### config.mk
export PLATFORM = sky130hd
export DESIGN_NAME = lead_tuner
export DESIGN_NICKNAME = d
export VERILOG_FILES = /design/src/rtl/lead_tuner.sv
export SDC_FILE = /design/constraint.sdc
export NUM_CORES = 1
export LEC_CHECK = 0
export ABC_AREA = 1
export CORE_UTILIZATION = 31
export DETAILED_ROUTE_END_ITERATION = 8
export GPL_ROUTABILITY_DRIVEN = 0
export PLACE_DENSITY = 0.52
export REMOVE_ABC_BUFFERS = 1
export SYNTH_ARGS = -nofsm -noshare
export SYNTH_HDL_FRONTEND = slang
export SYNTH_SLANG_ARGS = --single-unit
### constraint.sdc
create_clock -name clk -period 7.5 [get_ports clk]
set_input_delay 1.5 -clock clk [delete_from_list [all_inputs] [get_ports clk]]
set_output_delay 1.5 -clock clk [all_outputs]
set_load 0.005 [all_outputs]
### src/rtl/lead_tuner.sv
// lead_tuner: averages feedback half-periods and loads shift = avg - lead (clamped) into the predictor.
// Optional LEAD_TUNER_SLEW_EN limits each tracking update to +/-SLEW from the previous shift.
module lead_tuner #(
  parameter int PRED_PARAMETER = 255,
  parameter int TIMEOUT = 1023,
  parameter int AVG_LOG2 = 2,
  parameter int MIN_SHIFT = 1,
  parameter int SLEW = 4,
  localparam int W = $clog2(PRED_PARAMETER + 1),
  localparam int CW = $clog2(TIMEOUT + 1)
) (
  input  logic          clk,
  input  logic          rst_n,
  input  logic          en,
  input  logic          fb,
  input  logic [W-1:0]  lead,
  output logic [W-1:0]  shift,
  output logic          shift_vld,
  output logic          locked,
  output logic          fault,
  output logic [CW-1:0] half_period
);
  localparam int AW = CW + AVG_LOG2;
  localparam int NW = AVG_LOG2 + 1;
  localparam int XW = CW + 1;
  typedef enum logic [1:0] {IDLE, ACQ, TRACK, FAULT} state_t;
  state_t state, state_nx;
  logic fb_d, first, fb_edge, tmo, run, sample, done;
  logic [CW-1:0] hp_cnt, avg;
  logic [AW-1:0] acc, acc_sum;
  logic [NW-1:0] cnt;
  logic [XW-1:0] lead_x, diff;
  logic [W-1:0] calc, nxt_shift;
`ifdef LEAD_TUNER_SLEW_EN
  logic [W-1:0] lo, hi;
`endif
  always_comb begin
    fb_edge = fb ^ fb_d;
    tmo = hp_cnt == CW'(TIMEOUT);
    run = state == ACQ || state == TRACK;
    // the first edge after entering ACQ closes a partial period and is not a sample
    sample = run && en && !tmo && fb_edge && !first;
    acc_sum = acc + AW'(hp_cnt);
    done = sample && cnt == NW'((1 << AVG_LOG2) - 1);
    avg = CW'(acc_sum >> AVG_LOG2);
    lead_x = XW'(lead);
    diff = XW'(avg) - lead_x;
    calc = (XW'(avg) <= lead_x + XW'(MIN_SHIFT)) ? W'(MIN_SHIFT) :
           (diff > XW'(PRED_PARAMETER)) ? W'(PRED_PARAMETER) : W'(diff);
`ifdef LEAD_TUNER_SLEW_EN
    lo = (shift < W'(MIN_SHIFT + SLEW)) ? W'(MIN_SHIFT) : shift - W'(SLEW);
    hi = ((W+1)'(shift) + (W+1)'(SLEW) > (W+1)'(PRED_PARAMETER)) ? W'(PRED_PARAMETER) : shift + W'(SLEW);
    nxt_shift = state != TRACK ? calc : calc < lo ? lo : calc > hi ? hi : calc;
`else
    nxt_shift = calc;
`endif
  end
  always_comb begin
    state_nx = state;
    case (state)
      IDLE:       state_nx = en ? ACQ : IDLE;
      ACQ, TRACK: state_nx = !en ? IDLE : tmo ? FAULT : done ? TRACK : state;
      FAULT:      state_nx = en ? FAULT : IDLE;
      default:    state_nx = IDLE;
    endcase
  end
  always_ff @(posedge clk) begin
    if (!rst_n) state <= IDLE;
    else state <= state_nx;
  end
  assign locked = state == TRACK;
  assign fault = state == FAULT;
  always_ff @(posedge clk) begin
    if (!rst_n) begin
      fb_d <= 1'b0;
      hp_cnt <= '0;
      acc <= '0;
      cnt <= '0;
      first <= 1'b1;
      shift <= W'(PRED_PARAMETER);
      shift_vld <= 1'b0;
      half_period <= '0;
    end else begin
      fb_d <= fb;
      hp_cnt <= fb_edge ? CW'(1) : tmo ? hp_cnt : hp_cnt + CW'(1);
      shift_vld <= done;
      if (done) begin
        shift <= nxt_shift;
        half_period <= avg;
      end
      // outside ACQ/TRACK any partial block is dropped and the next entry re-arms the discard
      if (!run) begin
        acc <= '0;
        cnt <= '0;
        first <= 1'b1;
      end else begin
        if (fb_edge) first <= 1'b0;
        if (sample) begin
          acc <= done ? '0 : acc_sum;
          cnt <= done ? '0 : cnt + NW'(1);
        end
      end
    end
  end
endmodule

==> metrics.cfg <==
[cts]
hold_buffers = 0
clock_path_buffers = 2
root_buffer = clkbuf_8
clock_latency_ps = 310
cts_tree = done
cts_setup_buffers = 0
clock-sinks = 48
h-tree-depth = 2
numCtsBuffers = 5
clk_pin_slew_worst_paths_ps = 90
cts_resized = 0

[floorplan]
chipWidth_um = 104
core_mm2 = 0.0102
die_h_um = 104
num_rows = 37
dieArea_mm2 = 0.0109
ioPinCount = 33
start_util = 0.318

[final_layout]
syn_to_final_growth_pct = 17.0
finalNetCount = 543
final_cell_mix = 122 x nand2_1, 64 x inv_1, 48 x dfxtp_1, 47 x a21oi_1, 35 x nor2_1
final_common_cell = nand2_1
drive_above_1_share = 0.0484
final_cells = 632
n_antenna_cell = 0
stdcell_area_mm2 = 0.00380
fillCellCount = 1093
fin_util = 0.372

[power]
power_mw = 0.491
power_density_mw_per_mm2 = 129
peakVddDrop_v = 0.0000610
cellLeakagePower_nw = 1.73

[critical_path]
cp_slowest_cell = clkdlybuf4s50_1
cp_cell_sequence = clkdlybuf4s50_1 -> inv_1 -> nor3_1 -> nand3_1 -> xor2_1 -> ha_1 -> nand2_1 -> nor2_1 -> nand2_1 -> nand3_1 -> nand2_1 -> nand2_1 -> nand2_1 -> nand2_1 -> nand2_1 -> a21oi_1 -> nand3_1 -> nand2_1 -> nand2_1
slowest_delay_ps = 510
crit_required_ps = 7710
crit_top_cell = nand2_1
end_kind = flip-flop
path_max_fanout = 3
startpoint_type = primary input
cp.arrival_ps = 3950
critPathKind = primary input to flip-flop

[route]
vias_per_cell = 4.65
ant_nets = 0
wl_per_cell_um = 11.7
drc = 0
vias = 2941
drt-total-wl_um = 7400
drt_iter0_markers = 88
drtPass1Iterations = 4

[flow_run]
maxCapViolations = 0

[global_routing]
grt-ovfl-total = 0
grtUsageTotal = 0.142
antenna_found_initial = 0
grt_pass1_vias = 2807
grt_max_degree = 19
grt_pass1_wl_um = 12600

[sta]
holdWs_ps = 472
setup_slack_ps = 3760
slew_headroom = 0.555
setup-violations-final = 0
fin_crit_sh = 0.498
max_freq_ghz = 0.268
setup-tns-final_ps = 0
clock_skew_ps = 6.78
finalHoldViolations = 0
fin_crit_ps = 3740
tightest_slew_ps = 663
rsz0062_at_grt = no
drv_slew = 0

[synthesis]
postSynthAreaPerCell_um2 = 7.02
synth_enable_flop_cells = 0
synth_area_mm2 = 0.00325
ys.flop_type = dfxtp_1
async_flop_share = 0
syn_inst = 463
yosysSeqAreaShare = 0.296
synth-seq-cells = 48
yosysWarnings = 0
synth_cell_type_count = 35

[place]
hpwl_um = 5860
placedCellCount = 624
dp_slack_ps = 3410
place_area_mm2 = 0.00369
io_buffers = 32

[status]
outcome = finished clean

[worst_hold_path]
holdCritPathClass = flip-flop to flip-flop

[state kept, by name, indices dropped and copies added, names as in the netlist]
register	flops
first	1
state	2
fb_d	1
shift_vld	1
acc	12
half_period	10
shift	8
cnt	3
hp_cnt	10
[metal layers]
layer	GRT usage	vias to the layer above	share of wire
met1	0.182	1346	0.50
met3	0.0257	6	0.027
met4	0.0367	0	0.012
met5	0	-	0
li1	-	1553	-
met2	0.242	36	0.46
[area by class of cell]
class	count	area [um2]	area share
Inverter	68	260	0.0684
Multi-Input combinational cell	340	1980	0.521
Tap cell	136	170	0.0448
Timing Repair Buffer	32	320	0.0842
Clock buffer	5	68.8	0.0181
Clock inverter	3	42.5	0.0112
Sequential cell	48	961	0.253
[report_power, final]
part	switching, mW	total [mW]	internal [mW]	leakage, nW
logic	0.0247	0.0417	0.0170	1.28
registers	0.00187	0.258	0.257	0.388
clock network	0.0919	0.191	0.0988	0.0541
[Yosys cell counts (4+ instances only)]
cell type  number  area, um2
dfxtp_1        48        961
nand2_1       122        458
nand3_1        25        125
nor2_1         35        131
o21a_1          4       30.0
o21ai_0        14       70.1
xor2_1         11       96.3
nand4_1         7       43.8
a21oi_1        47        235
xnor2_1        15        131
inv_1          64        240
ha_1           34        425
[worst max-delay path: cells and delay by family]
| family | cells | cell delay, ps |
|---|---|---|
| compound gates | 1 | 150 |
| simple gates | 14 | 1250 |
| xor+xnor | 1 | 170 |
| buf+inv | 2 | 580 |
| fa+ha+maj | 1 | 300 |
[kinds of logic after synthesis]
family,Yosys count,share of synthesized area
DFF,48,0.296
xor gates and xnor gates,26,0.0701
buffers and inverters,75,0.0955
AOI/OAI and AO/OA,76,0.131
adders and majority gates,36,0.143
and+or+nand+nor,202,0.264
[path summary, 6_finish.rpt]
kind	depth (start not counted)	from	end	slack, ps
setup / recovery	19	lead[0]	shift[0]	3760
hold reg to reg	2	acc[0]	acc[0]	470
setup reg to reg	18	hp_cnt[0]	shift[6]	4240
hold / removal	2	acc[0]	acc[0]	470
No activity file was read; power rests on OpenSTA's default activity.
